==> config.mk <==
export PLATFORM = sky130hd
export DESIGN_NAME = dma_port_arb_flat
export DESIGN_NICKNAME = d
export VERILOG_FILES = /design/src/rtl/dma_port_arb_if.sv /design/src/rtl/dma_port_arb.sv /design/src/flat_wrapper.sv
export SDC_FILE = /design/constraint.sdc
export NUM_CORES = 1
export LEC_CHECK = 0
export ABC_AREA = 1
export CAP_MARGIN = 20
export CORE_MARGIN = 2
export CORE_UTILIZATION = 40
export DETAILED_ROUTE_END_ITERATION = 10
export PLACE_DENSITY = 0.78
export SLEW_MARGIN = 20
export SYNTH_ARGS = -nofsm -noshare
export SYNTH_HDL_FRONTEND = slang
export SYNTH_SLANG_ARGS = --single-unit
==> constraint.sdc <==
create_clock -name clk -period 1.7 [get_ports clk]
set_input_delay 0.34 -clock clk [delete_from_list [all_inputs] [get_ports clk]]
set_output_delay 0.34 -clock clk [all_outputs]
set_load 0.005 [all_outputs]
==> src/rtl/dma_port_arb_if.sv <==
// Irdy/Trdy memory-request handshake shared by the DMA requesters and the memory engine.
// master issues the request and attributes; slave answers with trdy/err.
interface dma_port_arb_if #(
  parameter int SBASE = 1,
  parameter int AW    = 28
);
  logic             irdy;
  logic             rd_wr;
  logic [AW-1:0]    add;
  logic             bank;
  logic [SBASE:0]   size;
  logic             trdy;
  logic             err;

  modport master (output irdy, rd_wr, add, bank, size, input trdy, err);
  modport slave  (input irdy, rd_wr, add, bank, size, output trdy, err);
endinterface

==> src/rtl/dma_port_arb.sv <==
// Round-robin arbiter letting two requesters share one DMA memory port.
// Attributes are latched at grant so each transfer is atomic toward memory.
module dma_port_arb #(
  parameter int SBASE = 1,
  parameter int AW    = 28
) (
  input  logic                  clk,
  input  logic                  rst,
  dma_port_arb_if.slave         m0,
  dma_port_arb_if.slave         m1,
  dma_port_arb_if.master        mem,
  output logic [1:0]            gnt,
  output logic                  arb_idle
);

  typedef enum logic [1:0] {
    IDLE  = 2'd0,
    BUSY  = 2'd1,
    DRAIN = 2'd2
  } state_t;

  state_t          r_state;
  state_t          w_state_next;
  logic [1:0]      r_gnt;
  logic            r_last;
  logic            r_mem_irdy;
  logic            r_mem_rd_wr;
  logic [AW-1:0]   r_mem_add;
  logic            r_mem_bank;
  logic [SBASE:0]  r_mem_size;

  logic [1:0]      w_irdy;
  logic            w_grant;
  logic            w_sel;
  logic            w_release;
  logic [1:0]      w_trdy;
  logic [1:0]      w_err;

  assign w_irdy = {m1.irdy, m0.irdy};

  // Completion is forwarded only to the current owner, and only while BUSY.
  for (genvar gi = 0; gi < 2; gi++) begin : g_resp
    assign w_trdy[gi] = (r_state == BUSY) & r_gnt[gi] & mem.trdy;
    assign w_err[gi]  = w_trdy[gi] & mem.err;
  end

  assign m0.trdy = w_trdy[0];
  assign m0.err  = w_err[0];
  assign m1.trdy = w_trdy[1];
  assign m1.err  = w_err[1];

  always_comb begin
    w_state_next = r_state;
    w_grant      = 1'b0;
    w_sel        = 1'b0;
    w_release    = 1'b0;
    case (r_state)
      IDLE: begin
        if (|w_irdy) begin
          w_grant      = 1'b1;
          // On a tie the requester that did not own the last transfer wins.
          w_sel        = (&w_irdy) ? ~r_last : w_irdy[1];
          w_state_next = BUSY;
        end
      end
      BUSY: begin
        if (mem.trdy) begin
          w_release    = 1'b1;
          w_state_next = DRAIN;
        end
      end
      DRAIN:   w_state_next = IDLE;
      default: w_state_next = IDLE;
    endcase
  end

  always_ff @(posedge clk or negedge rst) begin
    if (!rst) begin
      r_state     <= IDLE;
      r_gnt       <= 2'b00;
      r_last      <= 1'b1;
      r_mem_irdy  <= 1'b0;
      r_mem_rd_wr <= 1'b0;
      r_mem_add   <= '0;
      r_mem_bank  <= 1'b0;
      r_mem_size  <= '0;
    end else begin
      r_state <= w_state_next;
      if (w_grant) begin
        r_gnt       <= w_sel ? 2'b10 : 2'b01;
        r_mem_irdy  <= 1'b1;
        r_mem_rd_wr <= w_sel ? m1.rd_wr : m0.rd_wr;
        r_mem_add   <= w_sel ? m1.add   : m0.add;
        r_mem_bank  <= w_sel ? m1.bank  : m0.bank;
        r_mem_size  <= w_sel ? m1.size  : m0.size;
      end
      if (w_release) begin
        r_gnt      <= 2'b00;
        r_mem_irdy <= 1'b0;
        r_last     <= r_gnt[1];
      end
    end
  end

  assign mem.irdy  = r_mem_irdy;
  assign mem.rd_wr = r_mem_rd_wr;
  assign mem.add   = r_mem_add;
  assign mem.bank  = r_mem_bank;
  assign mem.size  = r_mem_size;
  assign gnt       = r_gnt;
  assign arb_idle  = (r_state == IDLE);

endmodule

==> src/flat_wrapper.sv <==
// flat-port wrapper written by rule: the top's interface ports become plain ports
module dma_port_arb_flat 
#(
  parameter int SBASE = 1,
  parameter int AW    = 28
)
  (clk, rst, gnt, arb_idle, m0_irdy, m0_rd_wr, m0_add, m0_bank, m0_size, m0_trdy, m0_err, m1_irdy, m1_rd_wr, m1_add, m1_bank, m1_size, m1_trdy, m1_err, mem_irdy, mem_rd_wr, mem_add, mem_bank, mem_size, mem_trdy, mem_err);
  dma_port_arb_if #(.SBASE(SBASE), .AW(AW)) m0_i ();
  dma_port_arb_if #(.SBASE(SBASE), .AW(AW)) m1_i ();
  dma_port_arb_if #(.SBASE(SBASE), .AW(AW)) mem_i ();
  input  logic clk;
  input  logic rst;
  output logic [1:0] gnt;
  output logic arb_idle;
  input wire logic [$bits(m0_i.irdy)-1:0] m0_irdy;
  input wire logic [$bits(m0_i.rd_wr)-1:0] m0_rd_wr;
  input wire logic [$bits(m0_i.add)-1:0] m0_add;
  input wire logic [$bits(m0_i.bank)-1:0] m0_bank;
  input wire logic [$bits(m0_i.size)-1:0] m0_size;
  output wire logic [$bits(m0_i.trdy)-1:0] m0_trdy;
  output wire logic [$bits(m0_i.err)-1:0] m0_err;
  input wire logic [$bits(m1_i.irdy)-1:0] m1_irdy;
  input wire logic [$bits(m1_i.rd_wr)-1:0] m1_rd_wr;
  input wire logic [$bits(m1_i.add)-1:0] m1_add;
  input wire logic [$bits(m1_i.bank)-1:0] m1_bank;
  input wire logic [$bits(m1_i.size)-1:0] m1_size;
  output wire logic [$bits(m1_i.trdy)-1:0] m1_trdy;
  output wire logic [$bits(m1_i.err)-1:0] m1_err;
  output wire logic [$bits(mem_i.irdy)-1:0] mem_irdy;
  output wire logic [$bits(mem_i.rd_wr)-1:0] mem_rd_wr;
  output wire logic [$bits(mem_i.add)-1:0] mem_add;
  output wire logic [$bits(mem_i.bank)-1:0] mem_bank;
  output wire logic [$bits(mem_i.size)-1:0] mem_size;
  input wire logic [$bits(mem_i.trdy)-1:0] mem_trdy;
  input wire logic [$bits(mem_i.err)-1:0] mem_err;
  assign m0_i.irdy = m0_irdy;
  assign m0_i.rd_wr = m0_rd_wr;
  assign m0_i.add = m0_add;
  assign m0_i.bank = m0_bank;
  assign m0_i.size = m0_size;
  assign m0_trdy = m0_i.trdy;
  assign m0_err = m0_i.err;
  assign m1_i.irdy = m1_irdy;
  assign m1_i.rd_wr = m1_rd_wr;
  assign m1_i.add = m1_add;
  assign m1_i.bank = m1_bank;
  assign m1_i.size = m1_size;
  assign m1_trdy = m1_i.trdy;
  assign m1_err = m1_i.err;
  assign mem_irdy = mem_i.irdy;
  assign mem_rd_wr = mem_i.rd_wr;
  assign mem_add = mem_i.add;
  assign mem_bank = mem_i.bank;
  assign mem_size = mem_i.size;
  assign mem_i.trdy = mem_trdy;
  assign mem_i.err = mem_err;
  dma_port_arb #(.SBASE(SBASE), .AW(AW)) u_core (.clk(clk), .rst(rst), .m0(m0_i), .m1(m1_i), .mem(mem_i), .gnt(gnt), .arb_idle(arb_idle));
endmodule
Word level (Yosys, flattened, before mapping)
Index checks and enable logic that the tools add are counted.
{ "totals": {"regBits": 38, "word_cells": 42, "out_inout_bits": 40, "input_bits": 70} }
{ "op_classes": {"n_bitwise": 7, "reduce_logical": 5, "eq_ne": 3, "muxes": 19} }
{ "op_table": {"columns": ["operator", "count"], "rows": [
  ["2-to-1 mux 28 bit", 1],
  ["2-to-1 mux 2 bit", 6],
  ["2-to-1 mux 1 bit", 11],
  ["bitwise AND 1 bit", 6],
  ["one-hot mux 2 bit (2 select lines)", 1],
  ["AND reduction 2 bit", 2],
  ["equality test 2 x 1 -> 1 bit, second input constant", 1],
  ["zero test 2 bit", 1],
  ["inequality test 2 x 1 -> 1 bit, second input constant", 1],
  ["inequality test 2 bit, second input constant", 1],
  ["nonzero test 2 bit", 1],
  ["OR reduction 2 bit", 1],
  ["inverter 1 bit", 1]
]} }

Longest topological paths before layout
{ "depth": {"word_depth": 7, "depth_mapped": 6, "depth_no_buf": 5} }

Worst setup path after synthesis
OpenSTA, ideal clock, no wires.
{ "synth_path": {"kind": "register to output", "start": "reg u_core.r_state[1]", "end": "out m1_err", "arrival_ns": 0.890, "path_buffers": 0, "slack_ns": 0.470, "stages_incl_launch_ff": 6, "required_time_ns": 1.360, "path_cell_list": "dfrtp_1 inv_1 nand3_1 inv_2 nand2_1 nor2_1"} }
{ "synth_between": {"elab_chain_len": 4} }
{ "synth_lines": {"columns": ["element", "line_no", "rtl"], "rows": [
  ["start: declaration", "dma_port_arb.sv:22", "state_t r_state;"],
  ["start signal: assignment", "dma_port_arb.sv:88", "r_state <= w_state_next;"],
  ["equality test 2 x 1 -> 1 bit", "dma_port_arb.sv:43", "assign w_trdy[gi] = (r_state == BUSY) & r_gnt[gi] & mem.trdy;"],
  ["bitwise AND 1 bit (2 in a row)", "dma_port_arb.sv:43", null],
  ["bitwise AND 1 bit", "dma_port_arb.sv:44", "assign w_err[gi] = w_trdy[gi] & mem.err;"],
  ["end: declaration", "flat_wrapper.sv:28", "output wire logic [$bits(m1_i.err)-1:0] m1_err;"]
]} }
Every way passes these cells.

Final worst setup path
Ends and elaborated chain as after synthesis.

==> metrics.yaml <==
setup_path:
  cp_common_cell: "sky130_fd_sc_hd__inv_2"
  worst-path-max-fanout: 5
  cp_slowest_stage_delay_ps: 390
  worst-endpoint-arrival_ps: 1310
  timing.reg2reg.setup_slack_ps: 130
  setup.worst_path.start: "u_core.r_state[1]"
  crit_path_start_kind: "flop"
  end_kind: "output pin"
  cpLargestDelayFamily: "flip-flops"
  worstPathCellList: "inv_2 -> nand3_4 -> inv_2 -> nand2_1 -> nor2_1 -> clkdlybuf4s15_2"
  criticalPathCategory: "reg2out"
  slowest_stage: "sky130_fd_sc_hd__dfrtp_1"
  reg2reg_depth: 7
  r2r-end: "u_core.mem.add[19]"
  critical_path_required_ps: 1360
  crit_buf_inv: 3
  regToRegStartpoint: "u_core.r_state[0]"
job:
  cap_viol_max_count: 0
sta:
  report.final.setup_viol: 0
  clock_skew_ps: 4.30
  worst-slew-pin-transition_ps: 383
  final_hold_viol_count: 0
  final_min_period_over_clock_period_pct: 97.1
  timing_max_transition_violations_final: 0
  post-route-min-period_ps: 1650
  maxSlewHeadroom_pct: 74.5
  rsz0062_at_grt: "true"
  max_freq_mhz: 606
floorplanning:
  initial_core_util_pct: 42.0
  die_height_um: 77.4
  i_o_pin_total: 110
  std_cell_rows: 26
  die_ar_um2: 6000
  die_w_um: 77.4
  core_area_um2: 5140
logic_synthesis:
  yosys_warnings: 0
  synthesized_area_per_cell_um2: 7.03
  postSynthNetCount: 377
  syn_area_um2: 2160
  post_synth_inst_count: 307
  synth-seq-area-share_pct: 44.1
  synth_seq_cells: 38
  synth_top_family_by_area: "simple AND/OR/NAND/NOR gates"
  synth-simple-area-share_pct: 37.5
  post_synth_fa_ha_maj_area_fraction_pct: 0
  share_of_the_synthesized_area_in_compound_gates_ao_oa_aoi_oai_pct: 0.986
  fraction_of_synthesized_area_in_multiplexers_pct: 0
  yosysUniqueCellTypes: 19
  yosys.area_share.xor_xnor_pct: 0
detailed_routing:
  remaining_drc_errors: 0
  routed_wire_length_per_instance_um: 12.4
  first_iter_violations: 84
  drt-pass1-iter-count: 4
  final_antenna_net_count: 0
  met1_routed_length_mm: 2.53
  met3RoutedLength_um: 515
  via_count: 2295
  final_wirelength_mm: 6.09
  met2_length_mm: 3.00
  maxUsedRoutingLayer: "met4"
  detail_route.vias_per_cell: 4.66
clock_tree:
  clock_latency_ps: 280
  clk_pin_slew_worst_paths_ps: 60
  tritoncts.num_buffers: 5
  cts_sinks: 38
  clock-root-buffer: "sky130_fd_sc_hd__clkbuf_8"
  cts.path.max_buffers: 2
  htree_levels: 2
  tritoncts: "built"
worst_hold_path:
  cell_depth_of_the_worst_min_delay_path: 2
  holdPathEnd: "u_core.r_state[0]"
  min_path_type: "in2reg"
  worst_hold_startpoint: "mem_trdy"
layout:
  antennaDiodeCount: 0
  area.growth.synth_to_final_pct: 60.9
  layout-drive-gt1-share_pct: 7.58
  layout.nets: 491
  finish.utilization_pct: 67.5
outcome:
  outcome: "finished, final reports clean"
grt:
  antenna_found_initial: 0
  global_route.overflow_total: 0
  grt.total_usage_pct: 21.5
  grt_max_degree: 35
  grt_pass1_wl_mm: 10.4
  first_global_vias: 2240
placed_design:
  routabilityCongestion: 0.765
  portBuffers: 109
  hpwl_mm: 4.49
power_and_ir_drop:
  total_power_mw: 4.89
  power.density_nw_per_um2: 1410
  power.static_leakage_nw: 1.86
  peakVddDrop_uv: 1050
[per-stage QoR]
stage	setup TNS (ps)	setup WS, ps	instance area [µm²]	hold WS (ps)	cells
floorplan	0	470	2160	44.4	307
finish	0	48.7	3470	438	492
detailed placement	-1530	-459	3360	283	482
global placement	-1400	-404	3360	278	482
CTS	0	0.677	3460	383	492
global route	-58.3	-51.7	3470	434	492
[cells by family after synthesis]
family,after synthesis
compound gates,2
buf+inv,89
flops,38
simple gates,178
[worst max path at each step]
stage	end	slack [ps]	depth (start not counted)
finish	m1_err	50	6
floorplan	m1_err	470	5
global placement	m1_err	-400	6
detailed placement	m1_err	-460	6
CTS	m1_err	0.7	6
global route	m1_err	-50	6
[where the power goes]
group	leakage (nW)	switching, mW	total (mW)	internal, mW
clock	0.0395	0.284	0.575	0.291
sequential	0.460	0.263	1.63	1.36
combinational	1.36	1.28	2.69	1.41
total	1.86	1.83	4.89	3.06
[layout make-up]
| cell class | count | area [µm²] |
|---|---|---|
| timing repair buffer | 126 | 1240 |
| multi-input combinational | 180 | 843 |
| fill | 488 | 1670 |
| tap | 70 | 87.6 |
| clock buffer | 8 | 80.1 |
| inverter | 70 | 268 |
| sequential | 38 | 952 |
[layout by cell type, fill, tap and decap left out, types with 2 or more instances in the layout]
master / Yosys / final
sky130_fd_sc_hd__buf_4: 0 / 13
sky130_fd_sc_hd__clkdlybuf4s50_1: 0 / 102
sky130_fd_sc_hd__buf_12: 0 / 2
sky130_fd_sc_hd__nand4_1: 32 / 32
sky130_fd_sc_hd__clkbuf_8: 0 / 5
sky130_fd_sc_hd__inv_1: 68 / 67
sky130_fd_sc_hd__inv_2: 1 / 2
sky130_fd_sc_hd__nor2_1: 2 / 2
sky130_fd_sc_hd__dfrtp_1: 37 / 37
sky130_fd_sc_hd__nand3_1: 35 / 34
sky130_fd_sc_hd__clkbuf_1: 2 / 3
sky130_fd_sc_hd__nand2_1: 105 / 105
sky130_fd_sc_hd__dlygate4sd2_1: 0 / 5
[repair_timing]
action	CTS	global route
resized for setup	10	3
pin swaps	2	0
setup endpoints to repair	9	34
gates cloned	0	0
hold buffers	1	0
setup buffers	1	0
hold endpoints to repair	14	0
[synthesized netlist by cell type]
cell                         n  area [µm²]
sky130_fd_sc_hd__nand2_2     1        6.26
sky130_fd_sc_hd__o21ai_1     1        5.00
sky130_fd_sc_hd__inv_1      68         255
sky130_fd_sc_hd__nor2_1      2        7.51
sky130_fd_sc_hd__inv_4       1        6.26
sky130_fd_sc_hd__o21ai_4     1        16.3
sky130_fd_sc_hd__buf_6       3        33.8
sky130_fd_sc_hd__dfrtp_1    37         926
sky130_fd_sc_hd__buf_1       2        7.51
sky130_fd_sc_hd__inv_2       1        3.75
sky130_fd_sc_hd__dfstp_2     1        26.3
sky130_fd_sc_hd__nor2_4      1        11.3
sky130_fd_sc_hd__nand3_2     1        10.0
sky130_fd_sc_hd__nand2_1   105         394
sky130_fd_sc_hd__clkbuf_1    2        7.51
sky130_fd_sc_hd__nand4_1    32         200
sky130_fd_sc_hd__nand3_1    35         175
sky130_fd_sc_hd__buf_2      12        60.1
sky130_fd_sc_hd__nor3_1      1        5.00
[registers in the layout, indices dropped and copies added, names as in the netlist]
signal            flops
u_core.mem.add       28
u_core.mem.bank       1
u_core.mem.size       2
u_core.r_state        2
u_core.gnt            2
u_core.mem.rd_wr      1
u_core.mem.irdy       1
u_core.r_last         1
[worst register-to-register path: cells and delay by family (launching register included)]
family                 cells  cell delay [ps]
and+or+nand+nor            3              300
buffers and inverters      3              660
DFF                        1              410
AOI/OAI and AO/OA          1              140
[metal layers]
metal	global-route usage, %	up-vias
li1	-	1167
met1	26.9	1041
met2	35.8	81
met3	7.33	6
met4	4.82	0
met5	0	-
Power figures use the tool's default switching activity.
